===== config.mk =====
export PLATFORM = sky130hd
export DESIGN_NAME = fetch_unit
export DESIGN_NICKNAME = d
export VERILOG_FILES = /design/src/rtl/rv32i_pkg.sv /design/src/rtl/fetch_fifo.sv /design/src/rtl/fetch_unit.sv
export SDC_FILE = /design/constraint.sdc
export NUM_CORES = 1
export LEC_CHECK = 0
export CAP_MARGIN = 20
export CORE_UTILIZATION = 30
export CTS_CLUSTER_DIAMETER = 30
export DETAILED_ROUTE_END_ITERATION = 8
export GPL_TIMING_DRIVEN = 0
export PLACE_DENSITY = 0.57
export SKIP_CTS_REPAIR_TIMING = 1
export SLEW_MARGIN = 15
export SYNTH_ARGS = -nofsm -noshare
export SYNTH_HDL_FRONTEND = slang
export SYNTH_SLANG_ARGS = --single-unit

===== constraint.sdc =====
create_clock -name clk -period 12.1 [get_ports clk]
set_input_delay 2.42 -clock clk [delete_from_list [all_inputs] [get_ports clk]]
set_output_delay 2.42 -clock clk [all_outputs]
set_load 0.005 [all_outputs]

===== src/rtl/rv32i_pkg.sv =====
// Shared types and constants for the rv32i front end.
// The fetch FIFO carries fetch_entry_t records (PC plus instruction word).
package rv32i_pkg;

  localparam int unsigned XLEN = 32;

  localparam logic [XLEN-1:0] DEFAULT_RESET_PC = 32'h0000_0000;
  localparam logic [XLEN-1:0] DEFAULT_NOP_INST = 32'h0000_0013;  // ADDI x0,x0,0

  typedef struct packed {
    logic [XLEN-1:0] pc;
    logic [XLEN-1:0] inst;
  } fetch_entry_t;

  // Drop the byte offset so the PC can only ever hold word-aligned values.
  function automatic logic [XLEN-1:0] align_word(input logic [XLEN-1:0] addr);
    return {addr[XLEN-1:2], 2'b00};
  endfunction

  function automatic logic [XLEN-1:0] next_pc(input logic [XLEN-1:0] pc);
    return pc + 32'd4;
  endfunction

endpackage


===== src/rtl/fetch_fifo.sv =====
// Synchronous FIFO of fetch entries with a single-cycle flush.
// The head is presented combinationally and reads as all-zero while empty.
module fetch_fifo
  import rv32i_pkg::*;
#(
  parameter int unsigned DEPTH = 2
) (
  input  logic         clk,
  input  logic         rst_n,
  input  logic         flush_i,
  input  logic         push_i,
  input  fetch_entry_t wdata_i,
  input  logic         pop_i,
  output fetch_entry_t rdata_o,
  output logic         full_o,
  output logic         empty_o
);

  localparam int unsigned PW = (DEPTH > 1) ? $clog2(DEPTH) : 1;
  localparam int unsigned CW = $clog2(DEPTH) + 1;

  fetch_entry_t  mem_q [DEPTH];
  logic [PW-1:0] wr_ptr_q, wr_ptr_d;
  logic [PW-1:0] rd_ptr_q, rd_ptr_d;
  logic [CW-1:0] count_q,  count_d;

  assign full_o  = (count_q == CW'(DEPTH));
  assign empty_o = (count_q == '0);
  assign rdata_o = empty_o ? '0 : mem_q[rd_ptr_q];

  always_comb begin
    // NOTE: every always_comb output gets a default first so no path leaves it unassigned (no latch).
    wr_ptr_d = wr_ptr_q;
    rd_ptr_d = rd_ptr_q;
    count_d  = count_q;
    if (flush_i) begin
      wr_ptr_d = '0;
      rd_ptr_d = '0;
      count_d  = '0;
    end else begin
      if (push_i) wr_ptr_d = wr_ptr_q + PW'(1);
      if (pop_i)  rd_ptr_d = rd_ptr_q + PW'(1);
      unique case ({push_i, pop_i})
        2'b10:   count_d = count_q + CW'(1);
        2'b01:   count_d = count_q - CW'(1);
        default: count_d = count_q;
      endcase
    end
  end

  // NOTE: state registers use non-blocking assignments so all flops update together at the edge.
  always_ff @(posedge clk or negedge rst_n) begin
    if (!rst_n) begin
      wr_ptr_q <= '0;
      rd_ptr_q <= '0;
      count_q  <= '0;
    end else begin
      wr_ptr_q <= wr_ptr_d;
      rd_ptr_q <= rd_ptr_d;
      count_q  <= count_d;
    end
  end

  // NOTE: storage is deliberately not reset; count/pointers define validity and empty gates the head.
  always_ff @(posedge clk) begin
    if (push_i && !flush_i) begin
      mem_q[wr_ptr_q] <= wdata_i;
    end
  end

endmodule


===== src/rtl/fetch_unit.sv =====
// Instruction-fetch initiator: owns the PC, reads the combinational instruction
// memory and queues {pc, inst} for decode; redirects flush the queue and reload the PC.
module fetch_unit
  import rv32i_pkg::*;
#(
  parameter logic [31:0] RESET_PC = DEFAULT_RESET_PC,
  parameter int unsigned DEPTH    = 2,
  parameter int unsigned IM_WORDS = 64,
  parameter logic [31:0] NOP_INST = DEFAULT_NOP_INST
) (
  input  logic        clk,
  input  logic        rst_n,
  output logic [31:0] im_addr,
  input  logic [31:0] im_inst,
  input  logic        halt,
  input  logic        redirect_valid,
  input  logic [31:0] redirect_pc,
  output logic        out_valid,
  input  logic        out_ready,
  output logic [31:0] out_inst,
  output logic [31:0] out_pc,
  output logic        fetch_fault
);

  logic [XLEN-1:0] pc_q, pc_d;
  logic            fault_q, fault_d;
  logic            push, pop, pc_fault;
  logic            fifo_full, fifo_empty;
  fetch_entry_t    wr_entry, head;

  assign pc_fault = ({2'b00, pc_q[XLEN-1:2]} >= 32'(IM_WORDS));

  // A pending redirect hides the head so decode never takes a stale entry.
  assign out_valid = ~fifo_empty & ~redirect_valid;
  assign pop       = out_valid & out_ready;
  assign push      = ~halt & ~redirect_valid & (~fifo_full | pop);

  assign wr_entry.pc   = pc_q;
  assign wr_entry.inst = pc_fault ? NOP_INST : im_inst;

  always_comb begin
    pc_d    = pc_q;
    fault_d = fault_q;
    if (redirect_valid) begin
      pc_d    = align_word(redirect_pc);
      fault_d = 1'b0;
    end else if (push) begin
      pc_d = next_pc(pc_q);
      if (pc_fault) fault_d = 1'b1;
    end
  end

  always_ff @(posedge clk or negedge rst_n) begin
    if (!rst_n) begin
      pc_q    <= RESET_PC;
      fault_q <= 1'b0;
    end else begin
      pc_q    <= pc_d;
      fault_q <= fault_d;
    end
  end

  fetch_fifo #(
    .DEPTH (DEPTH)
  ) u_fifo (
    .clk     (clk),
    .rst_n   (rst_n),
    .flush_i (redirect_valid),
    .push_i  (push),
    .wdata_i (wr_entry),
    .pop_i   (pop),
    .rdata_o (head),
    .full_o  (fifo_full),
    .empty_o (fifo_empty)
  );

  assign im_addr     = pc_q;
  assign out_inst    = head.inst;
  assign out_pc      = head.pc;
  assign fetch_fault = fault_q;

endmodule


After elaboration in Yosys (flattened, before gate mapping)
Memories as Yosys holds them, arrays and structs flattened.
Index checks and enable logic that the tools add are counted.
{"block": "totals", "reg_bits": 37, "ramBits": 128, "out_inout_bits": 98, "elab_cells": 47, "memories": 1}
{"block": "op_classes", "n_addsub": 5, "order_cmp": 1, "eq_ne": 3, "mux": 15, "n_bitwise": 9, "reduce_logical": 8}
{"memory": "u_fifo.mem_q", "words": 2, "width": 64, "read_ports": 1, "rd_ports_with_merged_regs": 0, "wr": 1, "line_no": "fetch_fifo.sv:22", "text": "fetch_entry_t mem_q [DEPTH];"}
{"op": "32-bit 2-to-1 mux", "count": 3}
{"op": "64-bit 2-to-1 mux", "count": 1}
{"op": "32-bit by 3-bit adder with 32-bit output, second input constant", "count": 1}
{"op": "30-bit by 7-bit >= comparator with 1-bit output, second input constant", "count": 1}
{"op": "1-bit 2-to-1 mux", "count": 9}
{"op": "2-bit nonzero test", "count": 3}
{"op": "1-bit bitwise AND", "count": 4}
{"op": "2-bit equality test, second input constant", "count": 2}
{"op": "1-bit NOT", "count": 4}
{"op": "2-bit case mux with 2 select lines", "count": 1}
{"op": "3-bit nonzero test", "count": 1}
{"op": "1-bit adder, second input constant", "count": 2}
{"op": "2-bit by 1-bit adder with 2-bit output, second input constant", "count": 1}
{"op": "2-bit by 1-bit equality test with 1-bit output, second input constant", "count": 1}
{"op": "2-bit zero test", "count": 1}
{"op": "2-bit 2-to-1 mux", "count": 1}
{"op": "2-bit AND reduction", "count": 1}
{"op": "2-bit by 1-bit subtractor with 2-bit output, second input constant", "count": 1}
{"op": "1-bit logical AND", "count": 1}
{"op": "1-bit zero test", "count": 1}
{"op": "1-bit bitwise OR", "count": 1}

Longest topological paths before layout
Gate-level depths: netlist of run 1.
{"block": "logic_depth", "word_depth": 9, "depth_mapped": 7}

By module
From an unflattened synthesis of run 1, not the netlist that was laid out.
{"block": "hier_totals", "cells_unflattened": 568, "hier_area_um2": 7380.8}
{"mod": "fetch_fifo", "n_inst": 1, "cells_each": 290, "area_each_um2": 5094.9, "seq_area_each_um2": 3943.8}
{"mod": "fetch_unit", "n_inst": 1, "cells_each": 278, "area_each_um2": 2285.9, "seq_area_each_um2": 775.7}

Worst setup path before layout of run 1
Ideal clock, no wire load.
{"block": "synth_timing", "kind": "input port to flip-flop", "start": "input port halt", "end": "memory u_fifo.mem_q[0][0] (netlist bit), enable pin", "arrival_ps": 8597, "required_ps": 11465, "path_slack_ps": 2868, "path_stages": 2, "path_cell_list": "clkbuf_1 > nor4_1"}
{"block": "synth_between", "elab_chain_cells": 6}
{"item": "start: declaration", "line_no": "fetch_unit.sv:15", "text": "input logic halt,"}
{"item": "1-bit NOT", "line_no": "fetch_unit.sv:36", "text": "assign push = ~halt & ~redirect_valid & (~fifo_full | pop);"}
{"item": "1-bit bitwise AND (2 in series)", "line_no": "fetch_unit.sv:36"}
{"item": "1-bit logical AND", "line_no": "fetch_fifo.sv:66", "text": "if (push_i && !flush_i) begin"}
{"item": "1-bit 2-to-1 mux", "line_no": "fetch_fifo.sv:66"}
{"item": "1-bit 2-to-1 mux (implied by the code)", "line_no": "fetch_fifo.sv:67", "text": "mem_q[wr_ptr_q] <= wdata_i;"}
{"item": "end: declaration", "line_no": "fetch_fifo.sv:22"}
No other way between the ends.

Final worst setup path of run 1
{"block": "layout_timing", "start": "input port redirect_valid", "end": "output port out_valid"}
{"block": "layout_between", "elab_chain_cells": 2}
{"item": "start: declaration", "line_no": "fetch_unit.sv:16", "text": "input logic redirect_valid,"}
{"item": "1-bit NOT", "line_no": "fetch_unit.sv:34", "text": "assign out_valid = ~fifo_empty & ~redirect_valid;"}
{"item": "1-bit bitwise AND", "line_no": "fetch_unit.sv:34"}
{"item": "end: declaration", "line_no": "fetch_unit.sv:18", "text": "output logic out_valid,"}
No other way between the ends.

==> summary.md, run 1 <==
| Metric | Value |
|---|---|
| Status | completed |
| Mux contribution to synthesized area | 8.69% |
| Startpoint of the worst register-to-register path | u_fifo.count_q[1] |
| Die H | 158 um |
| Reg2Reg Depth | 7 |
| Max cap viols | 0 |
| Post-synthesis adder-cell area fraction | 0.345% |
| Slew of the pin with the lowest slew margin | 0.894 ns |
| Post-route ant nets | 0 |
| Dpl cell area | 9380 um2 |
| Fin crit share | 57.9% |
| Pre-antenna DRT Iters | 4 |
| Clk_lat worst skew | 0.42 ns |
| First-pass GRT wire length | 27,700 um |
| Post-synth EDFFs | 124 |
| Fin area | 10000 um2 |
| CTS sink count | 159 |
| Row count | 56 |
| Slew Viols, Final | 0 |
| Worst Hold Depth | 2 |
| Multi-input logic area | 2270 um2 |
| Setup slack at placement | 5.12 ns |
| Final hold violations | 0 |
| Ys Warns | 0 |
| TritonCTS clock tree | yes |
| Vias in the first global route | 4,951 |
| Worst-path clk slew | 0.06 ns |
| Setup ws final | 5.09 ns |
| Setup TNS Final | 0 ns |
| Initial core utilization | 30.7% |
| Commonest cells after routing, fill and taps aside | 159 x clkdlybuf4s50_1, 124 x edfxtp_1, 87 x nor2_1 |
| Avg Synthesized Cell Area | 12.5 um2 |
| Crit end category | output pin |
| Grt ovf | 0 |
| Total Wirelength | 18,500 um |
| Most area-hungry cell type in the Yosys netlist | edfxtp_1 |
| Overall power | 1.40 mW |
| Yosys reg bits | 159 |
| Largest family of logic cells by synthesized area | simple AND/OR/NAND/NOR gates |
| Final #Nets | 847 |
| Starting DRT DRC Count | 244 |
| Data arrival time at the worst-slack endpoint | 4.59 ns |
| RR Endpoint | u_fifo.mem_q[0][9] |
| Compound-cell area share of the yosys netlist | 5.04% |
| Diodes inserted | 0 |
| Post-DP HPWL | 13,300 um |
| Layout cells sized above 1 | 11.3% |
| Die Area | 24,800 um2 |
| CTS Root Cell | clkbuf_16 |
| Largest net degree at the start of global routing | 41 |
| # DRC | 0 |
| Post-layout minimum cycle time | 7.01 ns |
| FMAX | 0.143 GHz |
| Post-Layout Cell Count | 1,108 |
| Reg2reg setup slack | 9.44 ns |
| Final Hold Slack | 0.531 ns |
| Area of the core | 23,600 um2 |
| Vias/cell | 4.65 |
| Leak | 3.37 nW |
| Largest fanout on the critical path | 10 |
| All-layer global routing usage | 15.3% |
| Post-detailed-route wirelength per cell | 16.7 um |
| Post-Synth XOR/XNOR Area | 1.33% |
| Netlist cell types | 44 |
| Worst rel slew slack | 40.2% |
| Die W | 158 um |
| Vias | 5,147 |
| Yosys top cell area share | 51.3% |
| Util after Layout | 42.3% |
| Top FF cell, synth | edfxtp_1 |
| Async SR Flop Fraction | 22.0% |
| Layout fillers | 2,235 |
| Setup Crit Path Kind | in2out |
| Sequential-to-total area share from yosys stat | 63.4% |
| Total CTS buffers | 17 |
| Most common cell after layout, fill and taps aside | clkdlybuf4s50_1 |
| I/O Buffers | 160 |
| Top cells by area, synth | edfxtp_1 51%, dfrtp_1 12%, mux2i_1 8.7%, nor2_1 4.5%, buf_4 3.5% |
| RSZ-0062 raised after global routing | false |
| Setup Skew | 0.0107 ns |
| Synth Area in Simple Gates | 15.6% |
| Hold WC Path Type | reg2reg |
| PwrDens | 140 nW/um2 |
| Total I/O pin count | 167 |
| Htree depth | 4 |
| Highest ir drop seen on vdd | 0.0630 mV |
| Routability cong. | 0.810 |
| Mapped Area | 7250 um2 |
| Initial antenna violation count | 0 |
| Final Setup Violations | 0 |
| Worst EP required | 9.68 ns |
| Inst Count DP | 1,076 |
| Worst setup SP type | input port |
| Reg area | 4600 um2 |
| Synthesis-to-finish area growth | 37.8% |
| Hold Path Sink | fetch_fault |
| Post-synthesis cell count | 582 |
| Critical hold path startpoint | fetch_fault |
| CTS max path bufs | 2 |
[layout make-up]
type / count / area share [%]
buffer: 66 / 3.83
clock buffer: 18 / 4.39
clock inverter: 14 / 1.80
inverter: 6 / 0.225
multi-input combinational: 354 / 22.7
sequential: 159 / 46.0
tap: 319 / 3.99
timing repair buffer: 172 / 17.0
[worst max path at each step]
| stage | startpoint | to | slack (ns) |
|---|---|---|---|
| 5_1_grt | redirect_valid | out_valid | 5.02 |
| 2_1_floorplan | halt | u_fifo.mem_q[0][0] | 2.87 |
| 3_3_place_gp | redirect_valid | u_fifo.mem_q[0][10] | -1.90 |
| 3_5_place_dp | redirect_valid | out_valid | 5.12 |
| 6_report | redirect_valid | out_valid | 5.09 |
| 4_1_cts | redirect_valid | out_valid | 5.11 |
[Yosys cell counts, types with 6 or more instances]
library cell	number
o21ai_0	17
nor2_1	87
edfxtp_1	124
clkbuf_1	30
nand4_1	7
buf_4	34
inv_1	6
or4_1	15
nand2_1	25
xnor2_1	10
a31oi_1	17
nand3_1	9
or3_1	6
and2_1	29
o31ai_1	14
mux2i_1	63
nor4_1	11
dfrtp_1	35
[registers in the layout (all words and copies together), names as in the netlist]
name / flops
u_fifo.mem_q: 124
u_fifo.count_q: 2
fetch_fault: 1
u_fifo.wr_ptr_q: 1
u_fifo.rd_ptr_q: 1
im_addr: 30
[report_power, final]
group	switching (mW)	total, mW	internal (mW)
combinational	0.0794	0.188	0.108
sequential	0.0313	0.652	0.621
clock	0.222	0.556	0.334
[metal layers]
layer / vias up / global-route usage, % / share of wire [%]
met3: 21 / 3.80 / 5.1
met5: - / 0 / 0
li1: 2496 / - / -
met4: 0 / 5.04 / 1.7
met1: 2483 / 19.8 / 46
met2: 147 / 24.8 / 47
[worst max-delay path: stages]
cell and delay, ns:
clkdlybuf4s50_1 0.65, clkbuf_1 0.42, clkbuf_1 0.46, nor2_1 0.14
clkdlybuf4s50_1 0.49
[logic make-up after synthesis]
logic type      count (synthesis)
compound gates                 57
xor+xnor                       11
buf+inv                        72
other cells                     1
simple gates                  217
flops                         159
fa+ha+maj                       2
mux                            63
Power figures use the tool's default switching activity.
==> run 2: changes to the inputs <==
- PLACE_DENSITY: 0.57 -> 0.59
- clock period: 12.1 -> 5.7 ns (I/O delays scaled with it)
==> run 2 against run 1 <==
  * Cell area decreased by 0.34%
  * First-iteration DRC count increased by 74%
  * Sequential share of layout area increased by 0.16 points
  * Sequential cell count unchanged
  * Utilization decreased by 0.14 points
  * Power increased by 100%
  * Sequential power increased by 110%
  * Global-route usage increased by 0.20 points
  * Largest cell class unchanged
==> summary.md, run 2 (same netlist as run 1, synthesis figures left out) <==
| Metric | Value |
|---|---|
| Vias in the first global route | 5,006 (was 4,951) |
| Clk_lat worst skew | 0.43 ns (was 0.42 ns) |
| Util after Layout | 42.2% (was 42.3%) |
| Overall power | 2.86 mW (was 1.40 mW) |
| Area of the core | 23,600 um2 (unchanged) |
| Post-detailed-route wirelength per cell | 17.1 um (was 16.7 um) |
| Pre-antenna DRT Iters | 5 (was 4) |
| Reg2Reg Depth | 5 (was 7) |
| Layout fillers | 2,270 (was 2,235) |
| Post-DP HPWL | 13,300 um (about the same) |
| First-pass GRT wire length | 28,200 um (was 27,700 um) |
| Row count | 56 (unchanged) |
| Layout cells sized above 1 | 10.4% (was 11.3%) |
| Total Wirelength | 18,900 um (was 18,500 um) |
| Final hold violations | 0 (unchanged) |
| Hold Path Sink | fetch_fault (unchanged) |
| Slew of the pin with the lowest slew margin | 0.819 ns (was 0.894 ns) |
| Worst setup SP type | input port (unchanged) |
| RR Endpoint | u_fifo.mem_q[1][4] (was u_fifo.mem_q[0][9]) |
| Vias/cell | 4.67 (was 4.65) |
| Grt ovf | 0 (unchanged) |
| Die Area | 24,800 um2 (unchanged) |
| Startpoint of the worst register-to-register path | im_addr[27] (was u_fifo.count_q[1]) |
| Post-route ant nets | 0 (unchanged) |
| Worst rel slew slack | 45.4% (was 40.2%) |
| Fin area | 9970 um2 (was 10000 um2) |
| Die W | 158 um (unchanged) |
| Initial core utilization | 30.7% (unchanged) |
| Die H | 158 um (unchanged) |
| Hold WC Path Type | reg2reg (unchanged) |
| PwrDens | 287 nW/um2 (was 140 nW/um2) |
| Final #Nets | 844 (was 847) |
| Commonest cells after routing, fill and taps aside | 159 x clkdlybuf4s50_1, 124 x edfxtp_1, 87 x nor2_1 (unchanged) |
| Largest fanout on the critical path | 10 (unchanged) |
| Reg2reg setup slack | 3.07 ns (was 9.44 ns) |
| Total I/O pin count | 167 (unchanged) |
| Worst EP required | 4.56 ns (was 9.68 ns) |
| Crit end category | output pin (unchanged) |
| Total CTS buffers | 17 (unchanged) |
| CTS Root Cell | clkbuf_16 (unchanged) |
| Starting DRT DRC Count | 425 (was 244) |
| Most common cell after layout, fill and taps aside | clkdlybuf4s50_1 (unchanged) |
| RSZ-0062 raised after global routing | false (unchanged) |
| Setup slack at placement | 1.32 ns (was 5.12 ns) |
| TritonCTS clock tree | yes (unchanged) |
| FMAX | 0.228 GHz |
| Highest ir drop seen on vdd | 0.131 mV (was 0.0630 mV) |
| Routability cong. | 0.763 (was 0.810) |
| Fin crit share | 76.9% |
| Leak | 3.33 nW (was 3.37 nW) |
| Final Setup Violations | 0 (unchanged) |
| Synthesis-to-finish area growth | 37.4% (was 37.8%) |
| Status | completed (unchanged) |
| All-layer global routing usage | 15.5% (was 15.3%) |
| Data arrival time at the worst-slack endpoint | 3.24 ns (was 4.59 ns) |
| Setup Skew | 0.0139 ns (was 0.0107 ns) |
| Max FFs per register | 124 (unchanged) |
| # DRC | 0 (unchanged) |
| Worst-path clk slew | 0.06 ns (about the same) |
| Dpl cell area | 9410 um2 (was 9380 um2) |
| Vias | 5,160 (was 5,147) |
| Slew Viols, Final | 0 (unchanged) |
| CTS max path bufs | 2 (unchanged) |
| Setup Crit Path Kind | in2out (unchanged) |
| Diodes inserted | 0 (unchanged) |
| Critical hold path startpoint | fetch_fault (unchanged) |
| CTS sink count | 159 (unchanged) |
| Post-layout minimum cycle time | 4.38 ns |
| Top reg by flops | u_fifo.mem_q (unchanged) |
| Initial antenna violation count | 0 (unchanged) |
| Htree depth | 4 (unchanged) |
| Max cap viols | 0 (unchanged) |
| Worst Hold Depth | 2 (unchanged) |
| Final Hold Slack | 0.521 ns (was 0.531 ns) |
| Setup ws final | 1.32 ns (was 5.09 ns) |
| Largest net degree at the start of global routing | 44 (was 41) |
| I/O Buffers | 160 (unchanged) |
[run 2: changes by cell type in the layout (fill, tap and decap cells not counted), moves of 2 or more]
cell / change
buf_2: -6
buf_4: -4
buf_6: +6
bufinv_16: -2
clkbuf_1: +4
clkinv_4: -3
clkinvlp_4: +3
inv_6: -4
[run 2: worst max-delay path by stage]
stage / cells past startpoint / startpoint / end / slack, ns
2_1_floorplan: 2 / redirect_valid / u_fifo.mem_q[0][0] / 0.38
3_3_place_gp: 3 / redirect_valid / u_fifo.mem_q[0][8] / -2.66
3_5_place_dp: 5 / redirect_valid / out_valid / 1.32
4_1_cts: 5 / redirect_valid / out_valid / 1.30
5_1_grt: 5 / redirect_valid / out_valid / 1.11
6_report: 5 / redirect_valid / out_valid / 1.32
[run 2: routing by layer]
layer	GRT usage, %	vias to the layer above	part of all wire (%)
li1	-	2492	-
met3	4.05	15	6.6
met4	4.76	0	1.2
met1	20.4	2472	45
met5	0	-	0
met2	24.7	181	47
[run 2: through the flow]
| step | cells | setup TNS (ns) |
|---|---|---|
| 6_report | 1105 | 0 |
| 5_1_grt | 1105 | 0 |
| 4_1_cts | 1105 | 0 |
| 3_5_place_dp | 1073 | 0 |
| 3_3_place_gp | 1064 | -164.45 |
| 2_1_floorplan | 585 | 0 |
[run 2: worst max-delay path: stages]
cell and delay [ns]:
clkdlybuf4s50_1 0.60, clkbuf_1 0.44, clkbuf_1 0.45, nor2_1 0.13, clkdlybuf4s50_1 0.48
[run 2: area by class of cell]
type | instances | area (um2) | area share (%)
Multi-Input combinational cell | 354 | 2280 | 22.9
Tap cell | 319 | 399 | 4.01
Clock buffer | 23 | 468 | 4.70
Sequential cell | 159 | 4600 | 46.2
Clock inverter | 9 | 86.3 | 0.866
Buffer | 66 | 383 | 3.84
Timing Repair Buffer | 169 | 1730 | 17.3
Inverter | 6 | 22.5 | 0.226
[run 2: where the power goes]
part / switching (mW) / total [mW] / internal, mW
Sequential: 0.0684 / 1.39 / 1.32
Combinational: 0.170 / 0.402 / 0.233
Clock: 0.447 / 1.07 / 0.623
Total: 0.685 / 2.86 / 2.17
